==> src/rtl/mem_arbiter_pkg.sv <==
// -----------------------------------------------------------------------------
// mem_arbiter_pkg
// Shared constants for the memory-port arbiter: FSM state encoding, port
// identifiers and a small saturating-increment helper for the starve counter.
// -----------------------------------------------------------------------------
package mem_arbiter_pkg;

    typedef enum logic [1:0] {
        ARB_IDLE   = 2'b00,
        ARB_ACCESS = 2'b01,
        ARB_RESP   = 2'b10
    } arb_state_t;

    localparam logic PORT_CPU = 1'b0;
    localparam logic PORT_DMA = 1'b1;

    // Saturating 4-bit increment; never exceeds lim.
    function automatic logic [3:0] sat_inc4(input logic [3:0] v, input logic [3:0] lim);
        logic [3:0] r;
        if (v < lim) begin
            r = v + 4'd1;
        end else begin
            r = lim;
        end
        return r;
    endfunction

endpackage : mem_arbiter_pkg

==> src/rtl/mem_arbiter_sel.sv <==
// -----------------------------------------------------------------------------
// arb_priority_sel
// Combinational winner selection for the two-port memory arbiter, plus the
// next value of the starve counter assuming the selection is taken.
//   req0, req1    : pending requests (CPU, DMA)
//   starve_cnt    : consecutive CPU wins over a pending DMA request
//   grant_valid   : at least one request present
//   winner        : PORT_CPU or PORT_DMA
//   starve_nxt    : starve counter value to register if the grant is taken
// -----------------------------------------------------------------------------
module arb_priority_sel
    import mem_arbiter_pkg::*;
#(
    parameter int STARVE_LIMIT = 4
) (
    input  logic       req0,
    input  logic       req1,
    input  logic [3:0] starve_cnt,
    output logic       grant_valid,
    output logic       winner,
    output logic [3:0] starve_nxt
);

    localparam logic [3:0] LIMIT = 4'(STARVE_LIMIT);

    // Fixed CPU priority, overridden for DMA once the CPU has won LIMIT times in a row.
    always_comb begin
        grant_valid = req0 | req1;
        winner      = PORT_CPU;
        starve_nxt  = starve_cnt;
        case ({req1, req0})
            2'b01: begin
                winner     = PORT_CPU;
                starve_nxt = starve_cnt;
            end
            2'b10: begin
                winner     = PORT_DMA;
                starve_nxt = 4'd0;
            end
            2'b11: begin
                // >= rather than == so a corrupted counter above the limit still favours DMA
                if (starve_cnt >= LIMIT) begin
                    winner     = PORT_DMA;
                    starve_nxt = 4'd0;
                end else begin
                    winner     = PORT_CPU;
                    starve_nxt = sat_inc4(starve_cnt, LIMIT);
                end
            end
            default: begin
                winner     = PORT_CPU;
                starve_nxt = starve_cnt;
            end
        endcase
    end

endmodule : arb_priority_sel

==> src/rtl/mem_arbiter.sv <==
// -----------------------------------------------------------------------------
// mem_arbiter
// Shares one memory port between the CPU (port 0) and a DMA/IO master
// (port 1). CPU has fixed priority; a starve counter forces a DMA grant after
// STARVE_LIMIT consecutive CPU wins over a pending DMA request. Each access is
// IDLE -> ACCESS (until mem_ready or TIMEOUT cycles) -> RESP (done/err pulse).
//   clk, rst                    : clock, synchronous active-high reset
//   reqN/weN/addrN/wdataN       : requester N command, held until doneN/errN
//   doneN/errN                  : one-cycle completion / timeout-abort pulse
//   rdataN                      : read data, updated on a successful read
//   mem_en/we/addr/wdata        : registered memory command
//   mem_rdata, mem_ready        : memory response
//   owner                       : port owning the current/last access
// -----------------------------------------------------------------------------
module mem_arbiter
    import mem_arbiter_pkg::*;
#(
    parameter int ADDR_W       = 16,
    parameter int DATA_W       = 16,
    parameter int STARVE_LIMIT = 4,
    parameter int TIMEOUT      = 15
) (
    input  logic              clk,
    input  logic              rst,
    input  logic              req0,
    input  logic              req1,
    input  logic              we0,
    input  logic              we1,
    input  logic [ADDR_W-1:0] addr0,
    input  logic [ADDR_W-1:0] addr1,
    input  logic [DATA_W-1:0] wdata0,
    input  logic [DATA_W-1:0] wdata1,
    output logic              done0,
    output logic              done1,
    output logic              err0,
    output logic              err1,
    output logic [DATA_W-1:0] rdata0,
    output logic [DATA_W-1:0] rdata1,
    output logic              mem_en,
    output logic              mem_we,
    output logic [ADDR_W-1:0] mem_addr,
    output logic [DATA_W-1:0] mem_wdata,
    input  logic [DATA_W-1:0] mem_rdata,
    input  logic              mem_ready,
    output logic              owner
);

    // Abort fires on the cycle whose count would reach TIMEOUT.
    localparam logic [7:0] TIMEOUT_LAST = 8'(TIMEOUT - 1);

    arb_state_t        state_r, state_nxt_s;
    logic [3:0]        starve_cnt_r, starve_nxt_s;
    logic [7:0]        timeout_cnt_r, timeout_nxt_s;
    logic              owner_r, owner_nxt_s;
    logic              mem_en_r, mem_en_nxt_s;
    logic              mem_we_r, mem_we_nxt_s;
    logic [ADDR_W-1:0] mem_addr_r, mem_addr_nxt_s;
    logic [DATA_W-1:0] mem_wdata_r, mem_wdata_nxt_s;
    logic              done0_r, done0_nxt_s, done1_r, done1_nxt_s;
    logic              err0_r, err0_nxt_s, err1_r, err1_nxt_s;
    logic [DATA_W-1:0] rdata0_r, rdata0_nxt_s, rdata1_r, rdata1_nxt_s;

    logic              grant_valid_s;
    logic              winner_s;
    logic [3:0]        sel_starve_s;

    arb_priority_sel #(
        .STARVE_LIMIT (STARVE_LIMIT)
    ) u_sel (
        .req0        (req0),
        .req1        (req1),
        .starve_cnt  (starve_cnt_r),
        .grant_valid (grant_valid_s),
        .winner      (winner_s),
        .starve_nxt  (sel_starve_s)
    );

    // State register.
    always_ff @(posedge clk) begin
        if (rst) begin
            state_r <= ARB_IDLE;
        end else begin
            state_r <= state_nxt_s;
        end
    end

    // Next-state and next-output computation; all outputs are registered below.
    always_comb begin
        state_nxt_s     = state_r;
        starve_nxt_s    = starve_cnt_r;
        timeout_nxt_s   = timeout_cnt_r;
        owner_nxt_s     = owner_r;
        mem_en_nxt_s    = 1'b0;
        mem_we_nxt_s    = mem_we_r;
        mem_addr_nxt_s  = mem_addr_r;
        mem_wdata_nxt_s = mem_wdata_r;
        done0_nxt_s     = 1'b0;
        done1_nxt_s     = 1'b0;
        err0_nxt_s      = 1'b0;
        err1_nxt_s      = 1'b0;
        rdata0_nxt_s    = rdata0_r;
        rdata1_nxt_s    = rdata1_r;

        case (state_r)
            ARB_IDLE: begin
                if (grant_valid_s) begin
                    state_nxt_s  = ARB_ACCESS;
                    owner_nxt_s  = winner_s;
                    starve_nxt_s = sel_starve_s;
                    mem_en_nxt_s = 1'b1;
                    if (winner_s == PORT_DMA) begin
                        mem_we_nxt_s    = we1;
                        mem_addr_nxt_s  = addr1;
                        mem_wdata_nxt_s = wdata1;
                    end else begin
                        mem_we_nxt_s    = we0;
                        mem_addr_nxt_s  = addr0;
                        mem_wdata_nxt_s = wdata0;
                    end
                end else begin
                    state_nxt_s = ARB_IDLE;
                end
            end

            ARB_ACCESS: begin
                // mem_ready wins over a same-cycle timeout
                if (mem_ready) begin
                    state_nxt_s  = ARB_RESP;
                    mem_we_nxt_s = 1'b0;
                    if (owner_r == PORT_DMA) begin
                        done1_nxt_s = 1'b1;
                        if (!mem_we_r) begin
                            rdata1_nxt_s = mem_rdata;
                        end else begin
                            rdata1_nxt_s = rdata1_r;
                        end
                    end else begin
                        done0_nxt_s = 1'b1;
                        if (!mem_we_r) begin
                            rdata0_nxt_s = mem_rdata;
                        end else begin
                            rdata0_nxt_s = rdata0_r;
                        end
                    end
                end else if (timeout_cnt_r == TIMEOUT_LAST) begin
                    state_nxt_s   = ARB_RESP;
                    mem_we_nxt_s  = 1'b0;
                    timeout_nxt_s = timeout_cnt_r + 8'd1;
                    if (owner_r == PORT_DMA) begin
                        err1_nxt_s = 1'b1;
                    end else begin
                        err0_nxt_s = 1'b1;
                    end
                end else begin
                    mem_en_nxt_s  = 1'b1;
                    timeout_nxt_s = timeout_cnt_r + 8'd1;
                end
            end

            ARB_RESP: begin
                // Requests are ignored here so a still-held req is not re-granted
                state_nxt_s   = ARB_IDLE;
                timeout_nxt_s = 8'd0;
            end

            default: begin
                state_nxt_s   = ARB_IDLE;
                timeout_nxt_s = 8'd0;
                mem_we_nxt_s  = 1'b0;
            end
        endcase
    end

    // Datapath and output registers.
    always_ff @(posedge clk) begin
        if (rst) begin
            starve_cnt_r  <= 4'd0;
            timeout_cnt_r <= 8'd0;
            owner_r       <= PORT_CPU;
            mem_en_r      <= 1'b0;
            mem_we_r      <= 1'b0;
            mem_addr_r    <= '0;
            mem_wdata_r   <= '0;
            done0_r       <= 1'b0;
            done1_r       <= 1'b0;
            err0_r        <= 1'b0;
            err1_r        <= 1'b0;
            rdata0_r      <= '0;
            rdata1_r      <= '0;
        end else begin
            starve_cnt_r  <= starve_nxt_s;
            timeout_cnt_r <= timeout_nxt_s;
            owner_r       <= owner_nxt_s;
            mem_en_r      <= mem_en_nxt_s;
            mem_we_r      <= mem_we_nxt_s;
            mem_addr_r    <= mem_addr_nxt_s;
            mem_wdata_r   <= mem_wdata_nxt_s;
            done0_r       <= done0_nxt_s;
            done1_r       <= done1_nxt_s;
            err0_r        <= err0_nxt_s;
            err1_r        <= err1_nxt_s;
            rdata0_r      <= rdata0_nxt_s;
            rdata1_r      <= rdata1_nxt_s;
        end
    end

    assign done0     = done0_r;
    assign done1     = done1_r;
    assign err0      = err0_r;
    assign err1      = err1_r;
    assign rdata0    = rdata0_r;
    assign rdata1    = rdata1_r;
    assign mem_en    = mem_en_r;
    assign mem_we    = mem_we_r;
    assign mem_addr  = mem_addr_r;
    assign mem_wdata = mem_wdata_r;
    assign owner     = owner_r;

endmodule : mem_arbiter
==> config.mk <==
export PLATFORM = sky130hd
export DESIGN_NAME = mem_arbiter
export DESIGN_NICKNAME = d
export VERILOG_FILES = /design/src/rtl/mem_arbiter_pkg.sv /design/src/rtl/mem_arbiter_sel.sv /design/src/rtl/mem_arbiter.sv
export SDC_FILE = /design/constraint.sdc
export NUM_CORES = 1
export LEC_CHECK = 0
export CELL_PAD_IN_SITES_DETAIL_PLACEMENT = 0
export CELL_PAD_IN_SITES_GLOBAL_PLACEMENT = 1
export CORE_MARGIN = 4
export CORE_UTILIZATION = 26
export CTS_CLUSTER_SIZE = 28
export DETAILED_ROUTE_END_ITERATION = 16
export PLACE_DENSITY = 0.77
export SETUP_SLACK_MARGIN = 0.05
export SLEW_MARGIN = 20
export SYNTH_ARGS = -nofsm -noshare
export SYNTH_HDL_FRONTEND = slang
export SYNTH_SLANG_ARGS = --single-unit
==> constraint.sdc <==
create_clock -name clk -period 1.7 [get_ports clk]
set_clock_uncertainty 0.1 [all_clocks]
set_input_delay 0.51 -clock clk [delete_from_list [all_inputs] [get_ports clk]]
set_output_delay 0.51 -clock clk [all_outputs]
set_load 0.005 [all_outputs]
======== Word level (Yosys, flattened, before mapping) ========
Cells that the tools add are included.
word-level totals
  output and inout port bits .............. 71
  logic and storage cells ................. 68
  register bits after elaboration ......... 85
  bits of input ports ..................... 87
cells by class
  equality and inequality tests ........... 8
  multiplexer cells ....................... 24
  reductions and logical operators ........ 10
  add/sub/neg operators ................... 2
  bitwise operators ....................... 8
  order comparisons ....................... 2
operator list
  kind                                                                                  number
  16-bit 2-to-1 mux                                                                     2
  8-bit case mux with 2 select lines                                                    1
  1-bit 2-to-1 mux                                                                      11
  8-bit by 1-bit adder with 8-bit output (second input constant)                        1
  8-bit by 4-bit equality test with 1-bit output (second input constant)                1
  4-bit 2-to-1 mux                                                                      2
  8-bit 2-to-1 mux                                                                      1
  4-bit case mux with 2 select lines                                                    1
  4-bit AND reduction                                                                   2
  1-bit inverter                                                                        7
  2-bit equality test (second input constant)                                           3
  3-bit AND reduction                                                                   2
  4-bit by 1-bit adder with 4-bit output (second input constant)                        1
  4-bit by 3-bit greater-or-equal comparator with 1-bit output (second input constant)  1
  4-bit by 3-bit less-than comparator with 1-bit output (second input constant)         1
  2-bit 2-to-1 mux                                                                      2
  2-bit inequality test (second input constant)                                         2
  1-bit case mux with 2 select lines                                                    2
  2-bit case mux with 2 select lines                                                    1
  2-bit AND reduction                                                                   2
  4-bit OR reduction                                                                    1
  3-bit inequality test (second input constant)                                         1
  1-bit case mux with 3 select lines                                                    1
  3-bit OR reduction                                                                    1
  other kinds (4)                                                                       4

======== Longest topological paths before layout ========
Gate-level depths: netlist of run 1.
  depth in word-level cells ............... 6
  gate-level depth with buffers ........... 7
  gate-level depth less buffers ........... 6

======== Modules after synthesis ========
Synthesis of run 1 repeated with hierarchy kept, for this count alone.
unflattened totals
  cell total of the unflattened synthesis .. 351
  area, all modules ....................... 3,492.1 um2
by module, submodules not included
  module            seq. area each (um2)  times used  cells an instance  area each (um2)
  mem_arbiter       1,701.6               1           339                3,390.8
  arb_priority_sel  0.0                   1           12                 101.3

======== Worst setup path after synthesis of run 1 ========
Ideal clock, no wire load.
  path kind ............................... input to register
  start point ............................. in req1
  end point ............................... reg mem_addr_r[0], in the netlist mem_addr[0]
  setup time .............................. 91 ps
  path buffers ............................ 3
  slack ................................... -91 ps
  data arrival time ....................... 1,600 ps
  required time ........................... 1,509 ps
  stages .................................. 7
  cells stage by stage .................... buf_4 > nor2_1 > nor3_1 > buf_2 > clkbuf_1 > nor2_1 > a311oi_1
on the way
  longest elaborated chain between the ends .. 3
  elaborated cells on any way between the ends .. 6
  classes of those cells .................. eq/ne: 2; mux: 2; bitwise: 1; reduce/logical: 1
ends and longest elaborated chain
  item                                RTL line               text
  start: declaration                  mem_arbiter.sv:26      input logic req1,
  2-bit equality test                 mem_arbiter_sel.sv:31  case ({req1, req0})
  1-bit case mux with 2 select lines  mem_arbiter_sel.sv:31
  16-bit 2-to-1 mux                   mem_arbiter.sv:111     if (winner_s == PORT_DMA) begin
  end signal: assignment              mem_arbiter.sv:196     mem_addr_r <= mem_addr_nxt_s;
  end: declaration                    mem_arbiter.sv:57      logic [ADDR_W-1:0] mem_addr_r, mem_addr_nxt_s;
Parallel ways exist; a longest one is shown, timed or not.
A chain may end at the register's enable or synchronous reset.

======== Final worst setup path of run 1 ========
  start point ............................. in mem_ready
  end point ............................... reg rdata1_r[8], in the netlist rdata1[8]
on the way
  longest elaborated chain between the ends .. 1
ends and longest elaborated chain
  item                                  RTL line            text
  start: declaration                    mem_arbiter.sv:44   input logic mem_ready,
  4-bit AND reduction (no source line)  --
  end signal: assignment                mem_arbiter.sv:203  rdata1_r <= rdata1_nxt_s;
  end: declaration                      mem_arbiter.sv:61   logic [DATA_W-1:0] rdata0_r, rdata0_nxt_s, rdata1_r, rdata1_nxt_s;
Every way passes these cells.

==> key figures, run 1 <==
Outcome
  – Outcome: finished, final reports clean

Setup path
  – Worst path slowest cell: or4_4
  – WP data required: approximately 1.8 ns
  – Startpoint Class: input pin
  – CP endpoint kind: flop
  – Crit path kind: input pin to flop
  – CP peak stage delay: between 0.6 and 0.7 ns
  – Critical path fanouts, max: 8
  – Worst-path cell chain: clkdlybuf4s15_2, nand2_8, or4_4, mux2i_1, nor2_1
  – Crit path DAT: 1.76 ns

STA
  – Final setup vio count: 0
  – Max-slew headroom: 72.6%
  – Hold Fails Final Rpt: 0
  – Tmin final: roughly 1.7 ns
  – RSZ-0062 raised after global routing: yes
  – Fin crit share: 97.1%
  – Slew Viols, Final: 0
  – Fmax achieved: 0.606 GHz
  – Worst Max-Slew Pin Slew: 0.407 ns
  – Final setup margin: roughly 0.049 ns

Clock tree
  – CTS Buf Count: 9
  – Htree depth: 3
  – CTS tree: yes
  – Clock Sinks: 85
  – Skew-Pair Late Insertion Delay: about 0.34 ns
  – Reg clk slew, reported paths: roughly 0.060 ns
  – Maximum buffer depth of the clock tree: 2
  – Clock Tree Root: clkbuf_16

Global route
  – Initial antenna violation count: 0
  – First-pass GRT wire length: around 18 mm
  – Pin count of the biggest net entering global routing: 40
  – Total congestion overflow: 0
  – Total Routing Usage GR: roughly 15%
  – Vias in the first global route: around 3400

Final layout
  – Layout Nets: 660
  – Synthesis-to-finish area growth: 71.7%
  – Fin area: ~0.0059 mm^2
  – ANT cells: 0
  – Finished Layout Cells: around 750
  – Layout cell share with drive strength beyond 1: between 10 and 15%
  – Fin util: 46.1%

Die
  – # rows: 41
  – Initial Utilization: a little over a quarter
  – Floorplan die width: between 100 and 150 um
  – Top-level port count: about 160
  – Chip Height: 123 um
  – DIE AREA: about 0.015 mm^2
  – CORE AREA: roughly 0.013 mm^2

Synthesis
  – Post-synth net total: 492
  – Syn Area/Cell: roughly 8.5 um^2
  – Post-synthesis sequential area ratio: about 50%
  – Dominant synthesized flop cell: dfxtp_1
  – Post-synth EDFFs: 0
  – Ys Warns: 0
  – Post-synth cell types: 39
  – Yosys reg bits: 85
  – Post-synthesis instance total: 402
  – Syn Std Cell Area: ~0.0034 mm^2
  – Async set-reset flop share out of synthesis: 0%

Drt
  – Routed via count: 3559
  – Initial DRC count: roughly 240
  – Detailed Route WL: about 12 mm
  – DRC viols: 0
  – DR vias/cell: 4.76
  – Drt pass-1 iters: 4
  – ANT nets after route: 0
  – WL/cell: 15.9 um

Place
  – IO Port Bufs: about 160
  – Placed cell area: around 0.0053 mm^2
  – Worst slack, placed: -0.615 ns
  – Hpwl dp: 7.75 mm
  – Placed Cells: between 700 and 800
  – GP Congestion: between 0.7 and 0.8

Job
  – Max_cap viols: 0

Power and ir drop
  – Lkg Pwr: around 2.7 nW
  – Total power: between 0.005 and 0.006 W
  – VDD IR max: about 0.00038 V
  – Power Density: 926 mW/mm^2

Hold path
  – Hold Path Class: input pin to flop
Yosys cell counts (3+ instances only):
cell type / count / area (um^2)
ha_1: 3 / 37.5
buf_2: 6 / 30.0
xor2_1: 6 / 52.6
nand2_1: 68 / 255
a21oi_1: 21 / 105
buf_1: 3 / 11.3
a311oi_1: 32 / 280
nor2_1: 66 / 248
clkbuf_1: 23 / 86.3
mux2i_1: 17 / 170
nand3_1: 36 / 180
dfxtp_1: 85 / 1700
stage by stage:
stage          hold slack (ns)  setup TNS, ns
2_1_floorplan            0.353              0
4_1_cts                  0.309              0
3_5_place_dp             0.346         -40.49
3_3_place_gp             0.342         -37.70
5_1_grt                  0.320       -0.00188
6_report                 0.325              0
metal layers:
| metal | up-vias | track usage (%) | wire (um) |
|---|---|---|---|
| li1 | 1749 | - | - |
| met3 | 16 | 4.10 | 914 |
| met4 | 0 | 5.04 | 176 |
| met2 | 118 | 24.8 | 5720 |
| met1 | 1676 | 19.5 | 5040 |
| met5 | - | 0 | 0 |
layout by cell type, fill, tap and decap left out, drive strengths merged, types with 3 or more instances in the layout:
cell	n
buf	32
dfxtp	85
a21oi	21
or4	3
clkdlybuf4s50	82
nand3	36
ha	3
mux2i	17
a311oi	32
dlygate4sd2	71
nand2	69
inv	3
nor2	66
bufbuf	3
clkbuf	12
xor2	6
logic make-up after synthesis:
family,share of synthesized area (%)
AOI/OAI and AO/OA,13.3
and+or+nand+nor,24.6
adders and majority gates,1.10
muxes,4.98
xor gates and xnor gates,1.54
buffers and inverters,4.72
DFF,49.8
critical path: cells and delay by family:
family,cells,cell delay (ns)
buf+inv,1,0.25
mux,1,0.21
simple gates,3,0.78
final cells by class:
cell class | instances | area, um^2
fillers | 1285 | 6850
repair buffers | 191 | 1930
inverters | 2 | 7.51
multi-input cells | 281 | 1670
clock buffers | 11 | 243
well taps | 172 | 215
clock inverters | 5 | 82.6
flip-flops and latches | 85 | 1720
sequential cells by signal (all words and copies together) (netlist names):
signal	flops
mem_addr	16
mem_wdata	16
rdata0	16
rdata1	16
timeout_cnt_r	8
starve_cnt_r	4
state_r	2
done0	1
done1	1
err0	1
err1	1
mem_en	1
mem_we	1
owner	1
repair_timing:
item	CTS	global route
endpoints found under the setup margin	149	42
hold buffers	0	0
buffers inserted	6	3
gates cloned	6	0
resized for setup	97	17
pin swaps	4	6
power breakdown:
| group | switching [W] | leakage (nW) | total, W | internal, W |
|---|---|---|---|---|
| registers | 0.0000777 | 0.701 | 0.00221 | 0.00213 |
| logic | 0.000466 | 1.80 | 0.00109 | 0.000620 |
| clock network | 0.000807 | 0.160 | 0.00214 | 0.00133 |
path summary, 6_finish.rpt:
check | start | end | slack [ns] | cells after the start
max | mem_ready | rdata1[8] | 0.05 | 5
min | rst | state_r[0] | 0.32 | 2
max reg2reg | state_r[0] | rdata1[8] | 0.06 | 4
min reg2reg | rdata0[15] | rdata0[15] | 0.35 | 2
Power figures use the tool's default switching activity.
==> run 2, diff against run 1 <==
--- a/config.mk
+++ b/config.mk
@@ -7,7 +7,7 @@
 export LEC_CHECK = 0
 export CELL_PAD_IN_SITES_DETAIL_PLACEMENT = 0
 export CELL_PAD_IN_SITES_GLOBAL_PLACEMENT = 1
-export CORE_MARGIN = 4
+export CORE_MARGIN = 2
 export CORE_UTILIZATION = 26
 export CTS_CLUSTER_SIZE = 28
 export DETAILED_ROUTE_END_ITERATION = 16
==> key figures, run 2 (synthesis results as in run 1) <==
Clock tree
  – Clock Tree Root: clkbuf_16 (unchanged)
  – Htree depth: 3 (unchanged)
  – Skew-Pair Late Insertion Delay: 0.34 ns (about the same)
  – Clock Sinks: 85 (unchanged)
  – CTS Buf Count: 9 (unchanged)
  – CTS tree: yes (unchanged)
  – CTS Hold Bufs: 0 (unchanged)
  – Maximum buffer depth of the clock tree: 2 (unchanged)
  – Reg clk slew, reported paths: 0.06 ns (about the same)

Die
  – DIE AREA: 0.0141 mm^2 (was 0.0150 mm^2)
  – Initial Utilization: 26.9% (unchanged)
  – CORE AREA: 0.0127 mm^2 (unchanged)
  – Floorplan die width: 119 um (was 123 um)
  – Top-level port count: 158 (unchanged)
  – Chip Height: 119 um (was 123 um)
  – # rows: 41 (unchanged)

STA
  – Fin Setup TNS: 0 ns (unchanged)
  – Worst Max-Slew Pin Slew: 0.424 ns (was 0.407 ns)
  – Tmin final: 1.65 ns (about the same)
  – Hold Fails Final Rpt: 0 (unchanged)
  – Final setup vio count: 0 (unchanged)
  – RSZ-0062 raised after global routing: yes (unchanged)
  – Fin crit share: 96.9% (was 97.1%)
  – Slew Viols, Final: 0 (unchanged)
  – Fmax achieved: 0.607 GHz (was 0.606 GHz)
  – Max-slew headroom: 71.7% (was 72.6%)

Final layout
  – Register Area: 0.00172 mm^2 (about the same)
  – Commonest non-fill, non-tap cells in the layout: clkdlybuf4s50_1 (82), dfxtp_1 (80), dlygate4sd2_1 (72), nand2_1 (67), nor2_1 (65) (was clkdlybuf4s50_1 (82), dfxtp_1 (74), dlygate4sd2_1 (71), nand2_1 (67), nor2_1 (65))
  – Layout Nets: 656 (was 660)
  – Synthesis-to-finish area growth: 68.7% (was 71.7%)
  – Fillers: 1309 (was 1285)
  – Layout cell share with drive strength beyond 1: 12.1% (was 13.9%)
  – Area of the multi-input gates: 0.00167 mm^2 (unchanged)
  – ANT cells: 0 (unchanged)
  – Fin area: 0.00577 mm^2 (was 0.00587 mm^2)
  – Commonest non-fill, non-tap cell in the layout: clkdlybuf4s50_1 (unchanged)

Global route
  – Total congestion overflow: 0 (unchanged)
  – Vias in the first global route: 3516 (was 3424)
  – Initial antenna violation count: 0 (unchanged)
  – First-pass GRT wire length: 18.4 mm (was 17.9 mm)
  – Pin count of the biggest net entering global routing: 41 (was 40)
  – Total Routing Usage GR: 16.4% (was 15.2%)

Setup path
  – R2R Setup Slk: 0.05 ns (was 0.06 ns)
  – Critical path fanouts, max: 8 (unchanged)
  – Startpoint Class: flop (was input pin)
  – CP endpoint kind: flop (unchanged)
  – Crit path DAT: 1.76 ns (about the same)
  – WP data required: 1.81 ns (about the same)
  – Crit path kind: flop to flop (was input pin to flop)

Drt
  – DRC viols: 0 (unchanged)
  – Drt pass-1 iters: 4 (unchanged)
  – Detailed Route WL: 11.5 mm (was 11.8 mm)
  – WL/cell: 15.5 um (was 15.9 um)
  – DR vias/cell: 4.77 (was 4.76)
  – Initial DRC count: 262 (was 244)
  – Routed via count: 3547 (was 3559)
  – ANT nets after route: 0 (unchanged)

Place
  – GP Congestion: 0.820 (was 0.747)
  – IO Port Bufs: 157 (unchanged)
  – Hpwl dp: 7.49 mm (was 7.75 mm)
  – Placed cell area: 0.00531 mm^2 (was 0.00529 mm^2)

Power and ir drop
  – Power Density: 900 mW/mm^2 (was 926 mW/mm^2)
  – Lkg Pwr: 2.59 nW (was 2.66 nW)
  – VDD IR max: 0.000511 V (was 0.000383 V)

Hold path
  – Hold Path Class: flop to flop (was input pin to flop)

Outcome
  – Outcome: finished, final reports clean (unchanged)

Job
  – Max_cap viols: 0 (unchanged)
-- run 2: final cells by class --
class	instances	share of cell area, %
clock inverter	4	0.825
multi-input combinational	281	29.0
sequential	85	29.8
timing repair buffer	187	32.2
clock buffer	12	4.28
inverter	2	0.260
tap	172	3.73
-- run 2: timing repair --
action	in CTS	in global routing
buffers inserted	5	1
pin swaps	5	3
resized for setup	95	14
gates cloned	4	0
setup endpoints to repair	147	36
-- run 2: critical path: stages (launching register included) --
cell,delay [ns]
dfxtp_4,0.37
buf_8,0.13
inv_8,0.04
or4_4,0.63
mux2i_1,0.21
nor2_1,0.05
-- run 2: routing by layer --
layer  GRT usage [%]  up-vias  part of all wire (%)  routed length (um)
met2            27.7      119                    49                5620
met3            5.55       13                   6.2                 712
met4            4.32        0                   1.1                 121
li1                -     1736                     -                   -
met1            19.9     1679                    44                5060
met5               0        -                     0                   0
-- run 2: where the power goes --
| group | switching (W) | leakage (nW) | internal (W) | total, W |
|---|---|---|---|---|
| sequential | 0.0000817 | 0.698 | 0.00213 | 0.00221 |
| combinational | 0.000462 | 1.75 | 0.000568 | 0.00103 |
| clock | 0.000776 | 0.143 | 0.00117 | 0.00195 |
-- run 2: final timing paths --
kind	from	to	cells after the start
worst max-delay path	owner	rdata1[15]	5
worst min-delay path	rdata0[15]	rdata0[15]	2
worst max register to register	owner	rdata1[15]	5
worst min register to register	rdata0[15]	rdata0[15]	2
-- run 2: metrics by stage --
| step | std cells | utilization, % | setup WS [ns] | total power (W) | hold slack [ns] |
|---|---|---|---|---|---|
| finish | 743 | 45.3 | 0.0528 | 0.00519 | 0.348 |
| floorplan | 402 | - | 0.0349 | 0.00265 | 0.353 |
| global route | 743 | 45.3 | 0.00923 | 0.00544 | 0.370 |
| detailed placement | 718 | 41.7 | -0.612 | 0.00323 | 0.346 |
| global placement | 718 | 41.7 | -0.579 | 0.00321 | 0.342 |
| CTS | 743 | 45.0 | 0.0624 | 0.00527 | 0.352 |
==> run 3, diff against run 2 <==
--- a/config.mk
+++ b/config.mk
@@ -5,7 +5,8 @@
 export SDC_FILE = /design/constraint.sdc
 export NUM_CORES = 1
 export LEC_CHECK = 0
-export CELL_PAD_IN_SITES_DETAIL_PLACEMENT = 0
+export CAP_MARGIN = 30
+export CELL_PAD_IN_SITES_DETAIL_PLACEMENT = 1
 export CELL_PAD_IN_SITES_GLOBAL_PLACEMENT = 1
 export CORE_MARGIN = 2
 export CORE_UTILIZATION = 26
==> key figures, run 3 (synthesis results as in run 1) <==
STA
  – Tmin final: 1.64 ns (was 1.65 ns)
  – Final setup margin: 0.0566 ns (was 0.0528 ns)
  – RSZ-0062 raised after global routing: yes (unchanged)
  – Hold Fails Final Rpt: 0 (unchanged)
  – Max-slew headroom: 71.0% (was 71.7%)
  – Slew Viols, Final: 0 (unchanged)
  – Fin Setup TNS: 0 ns (unchanged)
  – Final setup vio count: 0 (unchanged)
  – Fmax achieved: 0.609 GHz (was 0.607 GHz)
  – Worst Max-Slew Pin Slew: 0.435 ns (was 0.424 ns)
  – Fin crit share: 96.7% (was 96.9%)
  – Worst hold margin: 0.351 ns (was 0.348 ns)

Job
  – Max_cap viols: 0 (unchanged)

Global route
  – GRT met2 Usage: 33.2% (was 27.7%)
  – GRT met3 Usage: 4.73% (was 5.55%)
  – Vias in the first global route: 3820 (was 3516)
  – Grt peak-use layer: met2 (unchanged)
  – Initial antenna violation count: 0 (unchanged)
  – Total Routing Usage GR: 18.8% (was 16.4%)
  – Total congestion overflow: 0 (unchanged)
  – Met1 GRT Util: 21.8% (was 19.9%)
  – First-pass GRT wire length: 20.8 mm (was 18.4 mm)
  – Pin count of the biggest net entering global routing: 41 (unchanged)

Drt
  – DRC viols: 0 (unchanged)
  – ANT nets after route: 0 (unchanged)
  – WL/cell: 18.0 um (was 15.5 um)
  – Routed via count: 3672 (was 3547)
  – Drt pass-1 iters: 4 (unchanged)
  – Detailed Route WL: 13.5 mm (was 11.5 mm)
  – Initial DRC count: 264 (was 262)
  – DR vias/cell: 4.91 (was 4.77)

Die
  – CORE AREA: 0.0127 mm^2 (unchanged)
  – # rows: 41 (unchanged)
  – Floorplan die width: 119 um (unchanged)
  – Chip Height: 119 um (unchanged)
  – Top-level port count: 158 (unchanged)
  – DIE AREA: 0.0141 mm^2 (unchanged)
  – Initial Utilization: 26.9% (unchanged)

Place
  – Worst slack, placed: -0.624 ns (was -0.612 ns)
  – Hpwl dp: 8.61 mm (was 7.49 mm)
  – IO Port Bufs: 157 (unchanged)
  – GP Congestion: 0.820 (unchanged)

Final layout
  – Layout cell share with drive strength beyond 1: 13.9% (was 12.1%)
  – Layout Nets: 661 (was 656)
  – Commonest non-fill, non-tap cell in the layout: clkdlybuf4s50_1 (unchanged)
  – Fin util: 46.3% (was 45.3%)
  – Synthesis-to-finish area growth: 72.2% (was 68.7%)
  – Commonest non-fill, non-tap cells in the layout: clkdlybuf4s50_1 (82), dfxtp_1 (77), dlygate4sd2_1 (72), nand2_1 (67), nor2_1 (65) (was clkdlybuf4s50_1 (82), dfxtp_1 (80), dlygate4sd2_1 (72), nand2_1 (67), nor2_1 (65))
  – ANT cells: 0 (unchanged)

Power and ir drop
  – Reg power frac: 40.3% (was 42.6%)
  – Power Density: 931 mW/mm^2 (was 900 mW/mm^2)
  – Power share of the clock group: 39.0% (was 37.6%)
  – Switch Pwr: 0.00144 W (was 0.00132 W)
  – Total power: 0.00548 W (was 0.00519 W)
  – Logic pwr share: 20.6% (was 19.8%)
  – VDD IR max: 0.000438 V (was 0.000511 V)
  – Sw Share: 26.2% (was 25.4%)
  – Int Pwr: 0.00404 W (was 0.00387 W)
  – Lkg Pwr: 2.64 nW (was 2.59 nW)

Setup path
  – Crit path DAT: 1.76 ns (about the same)
  – CP endpoint kind: flop (unchanged)
  – Reg2Reg Depth: 4 (was 5)
  – R2R Setup Slk: 0.06 ns (was 0.05 ns)
  – R2R Path Start: mem_we (was owner)
  – WP data required: 1.82 ns (was 1.81 ns)
  – Startpoint Class: flop (unchanged)
  – Crit path kind: flop to flop (unchanged)
  – FF-to-FF End: rdata1[12] (was rdata1[15])
  – Critical path fanouts, max: 8 (unchanged)

Clock tree
  – CTS Buf Count: 9 (unchanged)
  – Maximum buffer depth of the clock tree: 2 (unchanged)
  – CTS Hold Bufs: 0 (unchanged)
  – Reg clk slew, reported paths: 0.06 ns (about the same)
  – CTS tree: yes (unchanged)
  – Clock Tree Root: clkbuf_16 (unchanged)
  – Skew-Pair Late Insertion Delay: 0.34 ns (about the same)
  – Clock Sinks: 85 (unchanged)
  – Htree depth: 3 (unchanged)

Hold path
  – WHS Endpoint: rdata0[6] (was rdata0[15])
  – Hold Path Class: flop to flop (unchanged)
  – Min-delay src: rdata0[6] (was rdata0[15])
  – Hold Path Depth: 2 (unchanged)

Outcome
  – Outcome: finished, final reports clean (unchanged)
==> run 3: cell count changes in the layout (fill, tap and decap cells not counted), sizes merged <==
cell           change
bufbuf             +1
bufinv             +1
clkdlybuf4s15      +1
clkbuf             -3
clkinvlp           +2
buf                +3
==> run 3: metrics by stage <==
stage	cells	cell area, um^2
final	748	5890
after global placement	718	5310
after floorplan	402	3510
after detailed placement	718	5310
after global routing	748	5890
after CTS	745	5790
==> run 3: worst max-delay path by stage <==
| stage | from | endpoint | slack [ns] |
|---|---|---|---|
| 2_1_floorplan | req0 | mem_addr[0] | 0.03 |
| 3_3_place_gp | req0 | mem_addr[7] | -0.58 |
| 3_5_place_dp | req0 | mem_addr[11] | -0.62 |
| 4_1_cts | state_r[0] | rdata1[12] | 0.02 |
| 5_1_grt | req0 | mem_addr[10] | -0.006 |
| 6_report | mem_we | rdata1[12] | 0.06 |
==> run 3: critical path, cell delays in order, from the launching register on <==
cell and delay [ns]:
dfxtp_4 0.35, buf_6 0.13, or4_4 0.65, mux2i_1 0.22
nor2_1 0.06
==> run 3: power by group through the flow <==
stage,Clock [W],Combinational (W),Sequential [W]
floorplan,0,0.000390,0.00226
global placement,0,0.000958,0.00225
detailed placement,0,0.000990,0.00226
CTS,0.00219,0.00107,0.00221
global route,0.00227,0.00122,0.00223
finish,0.00214,0.00113,0.00221
==> run 3: timing repair <==
item                                    CTS  global route
buffers inserted                          5             2
cloned                                    6             1
endpoints found under the setup margin  148            52
gates resized for setup                 101            12
pin swaps                                 8             6
==> run 3: final cells by class <==
cell class              count  area [um^2]
clock inverters             7          100
repair buffers            192         1940
inverters                   2         7.51
fillers                  1540         6840
clock buffers               9          225
multi-input cells         281         1680
well taps                 172          215
flip-flops and latches     85         1720
==> run 3: metal layers <==
layer / up-vias / part of all wire (%)
met5: - / 0
met3: 23 / 5.9
li1: 1746 / -
met2: 109 / 51
met4: 0 / 2.0
met1: 1794 / 41
